===== src/rtl/ctrl_pkg.sv =====
// Shared encodings for the multi-cycle MIPS controller:
// states, opcode/funct values, instruction classes and mux select codes.
package ctrl_pkg;

    typedef enum logic [2:0] {
        S_IF  = 3'd0,
        S_ID  = 3'd1,
        S_EX  = 3'd2,
        S_MEM = 3'd3,
        S_WB  = 3'd4
    } state_e;

    typedef enum logic [3:0] {
        C_R, C_SHIFT, C_JR, C_JALR, C_BEQ, C_J,
        C_JAL, C_IARITH, C_LW, C_SW, C_ILLEGAL
    } class_e;

    localparam logic [5:0] OP_RTYPE = 6'h00;
    localparam logic [5:0] OP_J     = 6'h02;
    localparam logic [5:0] OP_JAL   = 6'h03;
    localparam logic [5:0] OP_BEQ   = 6'h04;
    localparam logic [5:0] OP_ADDI  = 6'h08;
    localparam logic [5:0] OP_ADDIU = 6'h09;
    localparam logic [5:0] OP_SLTI  = 6'h0a;
    localparam logic [5:0] OP_SLTIU = 6'h0b;
    localparam logic [5:0] OP_ANDI  = 6'h0c;
    localparam logic [5:0] OP_LUI   = 6'h0f;
    localparam logic [5:0] OP_LW    = 6'h23;
    localparam logic [5:0] OP_SW    = 6'h2b;

    localparam logic [5:0] FN_SLL  = 6'h00;
    localparam logic [5:0] FN_SRL  = 6'h02;
    localparam logic [5:0] FN_SRA  = 6'h03;
    localparam logic [5:0] FN_JR   = 6'h08;
    localparam logic [5:0] FN_JALR = 6'h09;
    localparam logic [5:0] FN_ADD  = 6'h20;
    localparam logic [5:0] FN_ADDU = 6'h21;
    localparam logic [5:0] FN_SUB  = 6'h22;
    localparam logic [5:0] FN_SUBU = 6'h23;
    localparam logic [5:0] FN_AND  = 6'h24;
    localparam logic [5:0] FN_OR   = 6'h25;
    localparam logic [5:0] FN_XOR  = 6'h26;
    localparam logic [5:0] FN_NOR  = 6'h27;
    localparam logic [5:0] FN_SLT  = 6'h2a;
    localparam logic [5:0] FN_SLTU = 6'h2b;

    localparam logic [1:0] RD_RT = 2'b00;
    localparam logic [1:0] RD_RD = 2'b01;
    localparam logic [1:0] RD_RA = 2'b10;

    localparam logic [1:0] M2R_ALU = 2'b00;
    localparam logic [1:0] M2R_MDR = 2'b01;
    localparam logic [1:0] M2R_PC  = 2'b10;

    localparam logic [1:0] SA_PC    = 2'b00;
    localparam logic [1:0] SA_A     = 2'b01;
    localparam logic [1:0] SA_SHAMT = 2'b10;

    localparam logic [1:0] SB_B     = 2'b00;
    localparam logic [1:0] SB_FOUR  = 2'b01;
    localparam logic [1:0] SB_IMM   = 2'b10;
    localparam logic [1:0] SB_IMMSH = 2'b11;

    localparam logic [1:0] AOP_ADD = 2'b00;
    localparam logic [1:0] AOP_SUB = 2'b01;
    localparam logic [1:0] AOP_FN  = 2'b10;
    localparam logic [1:0] AOP_OP  = 2'b11;

    localparam logic [1:0] PCS_ALU  = 2'b00;
    localparam logic [1:0] PCS_OUT  = 2'b01;
    localparam logic [1:0] PCS_JUMP = 2'b10;
    localparam logic [1:0] PCS_REG  = 2'b11;

endpackage


===== src/rtl/mc_decode.sv =====
// Instruction class decoder: latched OpCode/Funct -> execution class,
// plus immediate extension controls.
module mc_decode
    import ctrl_pkg::*;
(
    input  logic [5:0] op_i,
    input  logic [5:0] funct_i,
    output class_e     cls_o,
    output logic       ext_op_o,
    output logic       lu_op_o
);

    // Map opcode (and funct for R-type) onto one execution class
    always_comb begin
        cls_o = C_ILLEGAL;
        case (op_i)
            OP_RTYPE: begin
                case (funct_i)
                    FN_SLL, FN_SRL, FN_SRA: cls_o = C_SHIFT;
                    FN_JR:                  cls_o = C_JR;
                    FN_JALR:                cls_o = C_JALR;
                    FN_ADD, FN_ADDU, FN_SUB, FN_SUBU,
                    FN_AND, FN_OR, FN_XOR, FN_NOR,
                    FN_SLT, FN_SLTU:        cls_o = C_R;
                    default:                cls_o = C_ILLEGAL;
                endcase
            end
            OP_J:   cls_o = C_J;
            OP_JAL: cls_o = C_JAL;
            OP_BEQ: cls_o = C_BEQ;
            OP_ADDI, OP_ADDIU, OP_SLTI,
            OP_SLTIU, OP_ANDI, OP_LUI: cls_o = C_IARITH;
            OP_LW:  cls_o = C_LW;
            OP_SW:  cls_o = C_SW;
            default: cls_o = C_ILLEGAL;
        endcase
    end

    assign ext_op_o = (op_i != OP_ANDI);
    assign lu_op_o  = (op_i == OP_LUI);

endmodule


===== src/rtl/multi_cycle_controller.sv =====
// Multi-cycle MIPS sequencer: state register, memory wait timeout,
// sticky error flags and the per-state datapath control table.
module multi_cycle_controller
    import ctrl_pkg::*;
#(
    parameter int MEM_TIMEOUT = 16
) (
    input  logic       clk,
    input  logic       reset,
    input  logic [5:0] OpCode,
    input  logic [5:0] Funct,
    input  logic       mem_ready,
    output logic       PCWrite,
    output logic       PCWriteCond,
    output logic       IorD,
    output logic       MemRead,
    output logic       MemWrite,
    output logic       IRWrite,
    output logic       RegWrite,
    output logic [1:0] RegDst,
    output logic [1:0] MemtoReg,
    output logic [1:0] ALUSrcA,
    output logic [1:0] ALUSrcB,
    output logic [1:0] ALUOp,
    output logic [1:0] PCSource,
    output logic       ExtOp,
    output logic       LuOp,
    output logic [2:0] state,
    output logic       instr_done,
    output logic       illegal_op,
    output logic       bus_error
);

    localparam int CW = (MEM_TIMEOUT < 2) ? 1 : $clog2(MEM_TIMEOUT + 1);
    localparam logic [CW-1:0] TO_LAST =
        CW'((MEM_TIMEOUT > 0) ? MEM_TIMEOUT - 1 : 0);

    state_e        state_q, state_d;
    logic [CW-1:0] wait_q;
    logic          illegal_q, bus_q;
    class_e        cls;
    logic          ext_op, lu_op;
    logic          mem_wait, timeout, set_ill;

    mc_decode u_dec (
        .op_i     (OpCode),
        .funct_i  (Funct),
        .cls_o    (cls),
        .ext_op_o (ext_op),
        .lu_op_o  (lu_op)
    );

    assign mem_wait = (state_q == S_IF) || (state_q == S_MEM);
    assign timeout  = (MEM_TIMEOUT != 0) && mem_wait && !mem_ready
                      && (wait_q == TO_LAST);
    assign set_ill  = (state_q == S_ID) && (cls == C_ILLEGAL);

    // Next-state selection; a timed-out access abandons the instruction
    always_comb begin
        state_d = state_q;
        case (state_q)
            S_IF: begin
                if (mem_ready) state_d = S_ID;
            end
            S_ID: begin
                case (cls)
                    C_J, C_JAL, C_ILLEGAL: state_d = S_IF;
                    default:               state_d = S_EX;
                endcase
            end
            S_EX: begin
                case (cls)
                    C_R, C_SHIFT, C_IARITH: state_d = S_WB;
                    C_LW, C_SW:             state_d = S_MEM;
                    default:                state_d = S_IF;
                endcase
            end
            S_MEM: begin
                if (mem_ready)
                    state_d = (cls == C_LW) ? S_WB : S_IF;
                else if (timeout)
                    state_d = S_IF;
            end
            default: state_d = S_IF;
        endcase
    end

    // State register, wait counter and sticky error flags
    always_ff @(posedge clk or posedge reset) begin
        if (reset) begin
            state_q   <= S_IF;
            wait_q    <= '0;
            illegal_q <= 1'b0;
            bus_q     <= 1'b0;
        end else begin
            state_q <= state_d;
            if (state_d != state_q || timeout)
                wait_q <= '0;
            else if (mem_wait && MEM_TIMEOUT != 0)
                wait_q <= wait_q + 1'b1;
            if (set_ill) illegal_q <= 1'b1;
            if (timeout) bus_q <= 1'b1;
        end
    end

    // Control table: strobes and selects from state and instruction class
    always_comb begin
        PCWrite     = 1'b0;
        PCWriteCond = 1'b0;
        IorD        = 1'b0;
        MemRead     = 1'b0;
        MemWrite    = 1'b0;
        IRWrite     = 1'b0;
        RegWrite    = 1'b0;
        RegDst      = RD_RT;
        MemtoReg    = M2R_ALU;
        ALUSrcA     = SA_PC;
        ALUSrcB     = SB_B;
        ALUOp       = AOP_ADD;
        PCSource    = PCS_ALU;
        instr_done  = 1'b0;
        if (!reset) begin
            case (state_q)
                S_IF: begin
                    MemRead = 1'b1;
                    ALUSrcB = SB_FOUR;
                    IRWrite = mem_ready;
                    PCWrite = mem_ready;
                end
                S_ID: begin
                    ALUSrcB = SB_IMMSH;
                    if (cls == C_J || cls == C_JAL) begin
                        PCWrite    = 1'b1;
                        PCSource   = PCS_JUMP;
                        instr_done = 1'b1;
                    end
                    if (cls == C_JAL) begin
                        RegWrite = 1'b1;
                        RegDst   = RD_RA;
                        MemtoReg = M2R_PC;
                    end
                end
                S_EX: begin
                    case (cls)
                        C_R, C_SHIFT: begin
                            ALUSrcA = (cls == C_SHIFT) ? SA_SHAMT : SA_A;
                            ALUOp   = AOP_FN;
                        end
                        C_JR, C_JALR: begin
                            PCWrite    = 1'b1;
                            PCSource   = PCS_REG;
                            instr_done = 1'b1;
                            if (cls == C_JALR) begin
                                RegWrite = 1'b1;
                                RegDst   = RD_RD;
                                MemtoReg = M2R_PC;
                            end
                        end
                        C_BEQ: begin
                            ALUSrcA     = SA_A;
                            ALUOp       = AOP_SUB;
                            PCWriteCond = 1'b1;
                            PCSource    = PCS_OUT;
                            instr_done  = 1'b1;
                        end
                        C_IARITH: begin
                            ALUSrcA = SA_A;
                            ALUSrcB = SB_IMM;
                            ALUOp   = AOP_OP;
                        end
                        C_LW, C_SW: begin
                            ALUSrcA = SA_A;
                            ALUSrcB = SB_IMM;
                        end
                        default: ;
                    endcase
                end
                S_MEM: begin
                    IorD       = 1'b1;
                    MemRead    = (cls == C_LW);
                    MemWrite   = (cls == C_SW);
                    instr_done = (cls == C_SW) && mem_ready;
                end
                S_WB: begin
                    RegWrite   = 1'b1;
                    instr_done = 1'b1;
                    RegDst     = (cls == C_LW || cls == C_IARITH) ? RD_RT : RD_RD;
                    MemtoReg   = (cls == C_LW) ? M2R_MDR : M2R_ALU;
                end
                default: ;
            endcase
        end
    end

    assign ExtOp      = !reset && ext_op;
    assign LuOp       = !reset && lu_op;
    assign state      = state_q;
    assign illegal_op = illegal_q;
    assign bus_error  = bus_q;

endmodule


===== config.mk =====
export PLATFORM = sky130hd
export DESIGN_NAME = multi_cycle_controller
export DESIGN_NICKNAME = d
export VERILOG_FILES = /design/src/rtl/ctrl_pkg.sv /design/src/rtl/mc_decode.sv /design/src/rtl/multi_cycle_controller.sv
export SDC_FILE = /design/constraint.sdc
export NUM_CORES = 1
export LEC_CHECK = 0
export BUFFER_PORTS_ARGS = -buffer_cell sky130_fd_sc_hd__buf_4
export CAP_MARGIN = 20
export CELL_PAD_IN_SITES_DETAIL_PLACEMENT = 1
export CELL_PAD_IN_SITES_GLOBAL_PLACEMENT = 1
export CORE_AREA = 2 2 66 68
export DETAILED_ROUTE_END_ITERATION = 7
export DIE_AREA = 0 0 68 70
export GPL_ROUTABILITY_DRIVEN = 0
export PLACE_DENSITY_LB_ADDON = 0.1
export SYNTH_ARGS = -nofsm -noshare
export SYNTH_HDL_FRONTEND = slang
export SYNTH_HIERARCHICAL = 1
export SYNTH_SLANG_ARGS = --single-unit
export TNS_END_PERCENT = 20

===== constraint.sdc =====
create_clock -name clk -period 2.95 [get_ports clk]
set_input_delay 0.59 -clock clk [delete_from_list [all_inputs] [get_ports clk]]
set_output_delay 0.59 -clock clk [all_outputs]
set_load 0.03 [all_outputs]

==> metrics.md <==
| Metric | Value |
|---|---|
| Flop2flop setup slack | 0.96 ns |
| # rows | 24 |
| Leakage Power | 0.968 nW |
| Dpl cells | 289 |
| Worst setup SP type | input port |
| Clock skew | 0.00305 ns |
| Post-DP HPWL | 3.58 mm |
| Syn Area/Cell | 7.20 µm² |
| Status | finished, violations left |
| Die Height | 70 µm |
| Clk_lat worst skew | 0.23 ns |
| Post-DR vias/cell | 5.21 |
| Clock sink count | 10 |
| FMAX | 321 MHz |
| Number of enable flip-flop cells after synthesis | 0 |
| DP Area | 1840 µm² |
| Final setup vio count | 15 |
| Critical path class | input port to output pin |
| Root buffer cell | clkbuf_8 |
| RSZ-0062 raised after global routing | true |
| Commonest non-fill, non-tap cell in the layout | buf_4 |
| IO buf count | 41 |
| Layout cells sized above 1 | 0.537 |
| Ys flop type | dfrtp_1 |
| Hold Violations, Final | 0 |
| Syn-to-layout area delta | 76.3% |
| DR iter-0 viols | 31 |
| Fin worst setup slack | -0.165 ns |
| Non-filler instance count after layout | 298 |
| Die X | 68 µm |
| Vias in the first global route | 1616 |
| Core Area | 4140 µm² |
| Fin crit period | 3.12 ns |
| # H-tree levels | 1 |
| Max FO, Critical Path | 6 |
| Antenna Diode Count | 0 |
| Number of distinct library cells after synthesis | 55 |
| Gr ovfl total | 0 |
| Drt first pass iters | 4 |
| CTS max path bufs | 2 |
| Worst endpoint required time | 2.36 ns |
| Yosys reg bits | 10 |
| Cells after synthesis | 169 |
| Fin crit share | 1.06 |
| PD cells | 413 nW/µm² |
| DR vias | 1554 |
| Overall routing resource usage | 0.208 |
| # IOs | 42 |
| Die Area | 4760 µm² |
| Worst slew pin tran | 0.548 ns |
| Synthesized net count | 186 |
| Pre-CTS setup slack | -0.319 ns |
| Violated checks | negative setup slack |
| Sequential share of the synthesized area | 0.206 |
| Commonest cells after routing, fill and taps aside | buf_4, nor2_1, nand2_1, buf_6, dfrtp_1 |
| Worst path slowest cell | or3b_4 |
| Starting density of the core | 0.294 |
| Reg clk slew, reported paths | 0.04 ns |
| Post-Synthesis Cell Area | 1220 µm² |
| Max rail drop VDD | 0.000147 V |
| Async set-reset flop share out of synthesis | 1.00 |
| Fin util | 0.518 |
| Max-Cap Viols | 0 |
| WP data arrival | 2.53 ns |
| Warning count from the yosys run | 6 |
| Fin area | 2150 µm² |
| Routed Antenna Nets | 0 |
| WL final | 4.94 mm |
| Initial antenna violation count | 0 |
| Residual DRC | 0 |
| Rel. slew slack | 0.635 |
| CP Cell Sequence | buf_8 -> or3b_4 -> and3_4 -> a211oi_2 -> a2111o_1 -> nand2b_1 -> o211a_1 -> o221a_2 -> buf_6 |
| Worst path max stage delay | 0.39 ns |
| Worst Setup End Kind | output pin |
| Avg WL per Cell | 16.6 µm |
| Final nets | 265 |
| Number of buffers created by CTS | 3 |
| CTS tree | built |
| Final Slew Violations | 0 |
| TNS Setup | -1.02 ns |
| Largest net degree at the start of global routing | 17 |
| Worst Hold Class | input port to async pin |
| First-pass GRT wire length | 7.80 mm |
layout make-up:
type / count / area (µm²)
fill: 522 / 2000
inverter: 10 / 37.5
timing repair buffer: 84 / 696
multi-input combinational: 139 / 1060
clock buffer: 3 / 41.3
sequential: 10 / 250
tap: 52 / 65.1
per-stage QoR:
step	power [mW]	hold slack [ns]
2_1_floorplan	0.499	0.429
3_3_place_gp	0.676	0.447
3_5_place_dp	0.694	0.456
4_1_cts	0.864	0.452
5_1_grt	0.944	0.477
6_report	0.886	0.455
sequential cells by signal, summed over array words and instances, names as in the netlist:
register,flops
state,3
illegal_op,1
bus_error,1
wait_q,5
critical path, delay by kind of cell:
family / cells / cell delay [ns]
buffers and inverters: 2 / 0.24
and+or+nand+nor: 3 / 0.76
AOI/OAI and AO/OA: 4 / 0.93
worst paths after layout:
path	from	end	cells past startpoint
setup / recovery	Funct[3]	RegDst[0]	9
hold / removal	reset	state[0]	3
setup reg to reg	wait_q[0]	wait_q[3]	6
hold reg to reg	wait_q[0]	wait_q[0]	1
max in group asynchronous	reset	wait_q[0]	3
min in group clk	wait_q[0]	wait_q[0]	1
power breakdown:
part | switching (mW) | internal (mW)
Sequential | 0.0632 | 0.162
Combinational | 0.290 | 0.238
Clock | 0.0454 | 0.0886
Total | 0.398 | 0.488
per-layer routing:
metal	vias to the layer above	global-route usage	wire length, µm
li1	763	-	-
met1	761	0.294	2240
met4	0	0.0511	40
met2	24	0.340	2580
met5	-	0	0
met3	6	0.00966	80
kinds of logic (layout without fill, tap and decap cells):
kind of cell               Yosys count  count (layout)  synth area share
and+or+nand+nor                     98              98             0.468
AOI/OAI and AO/OA                   35              35             0.204
buffers and inverters               20              97            0.0730
DFF                                 10              10             0.206
xor gates and xnor gates             3               3            0.0216
adders and majority gates            2               2            0.0206
muxes                                1               1           0.00822
Yosys cell counts (all sizes together) (2+ instances only):
library cell   n  area share
or2            3       0.017
and3           3       0.015
nor4bb         2       0.016
o22ai          3       0.015
a21oi          8       0.033
nor4b          3       0.027
o21a           3       0.018
nand2b         7       0.038
inv           10       0.031
o211ai         2       0.016
nand2         13       0.040
or4            2       0.015
dfrtp         10        0.21
nor2b          9       0.046
o21ai          5       0.021
buf            7       0.033
xnor2          2       0.014
clkbuf         3      0.0092
ha             2       0.021
nand4          4       0.021
nor2          20       0.062
a21boi         2       0.012
nor4           2       0.010
nand3          6       0.025
nor3           9       0.037
and2           2       0.011
nor3b          8       0.049
and4b          2       0.016
repair_timing:
action / in CTS / in global routing
hold buffers: 0 / 0
pin swaps: 14 / 2
endpoints found under the setup margin: 16 / 17
buffers inserted: 5 / 0
resized for setup: 36 / 20
gates cloned: 1 / 0
Note: power is estimated with default switching activity, not from simulation.
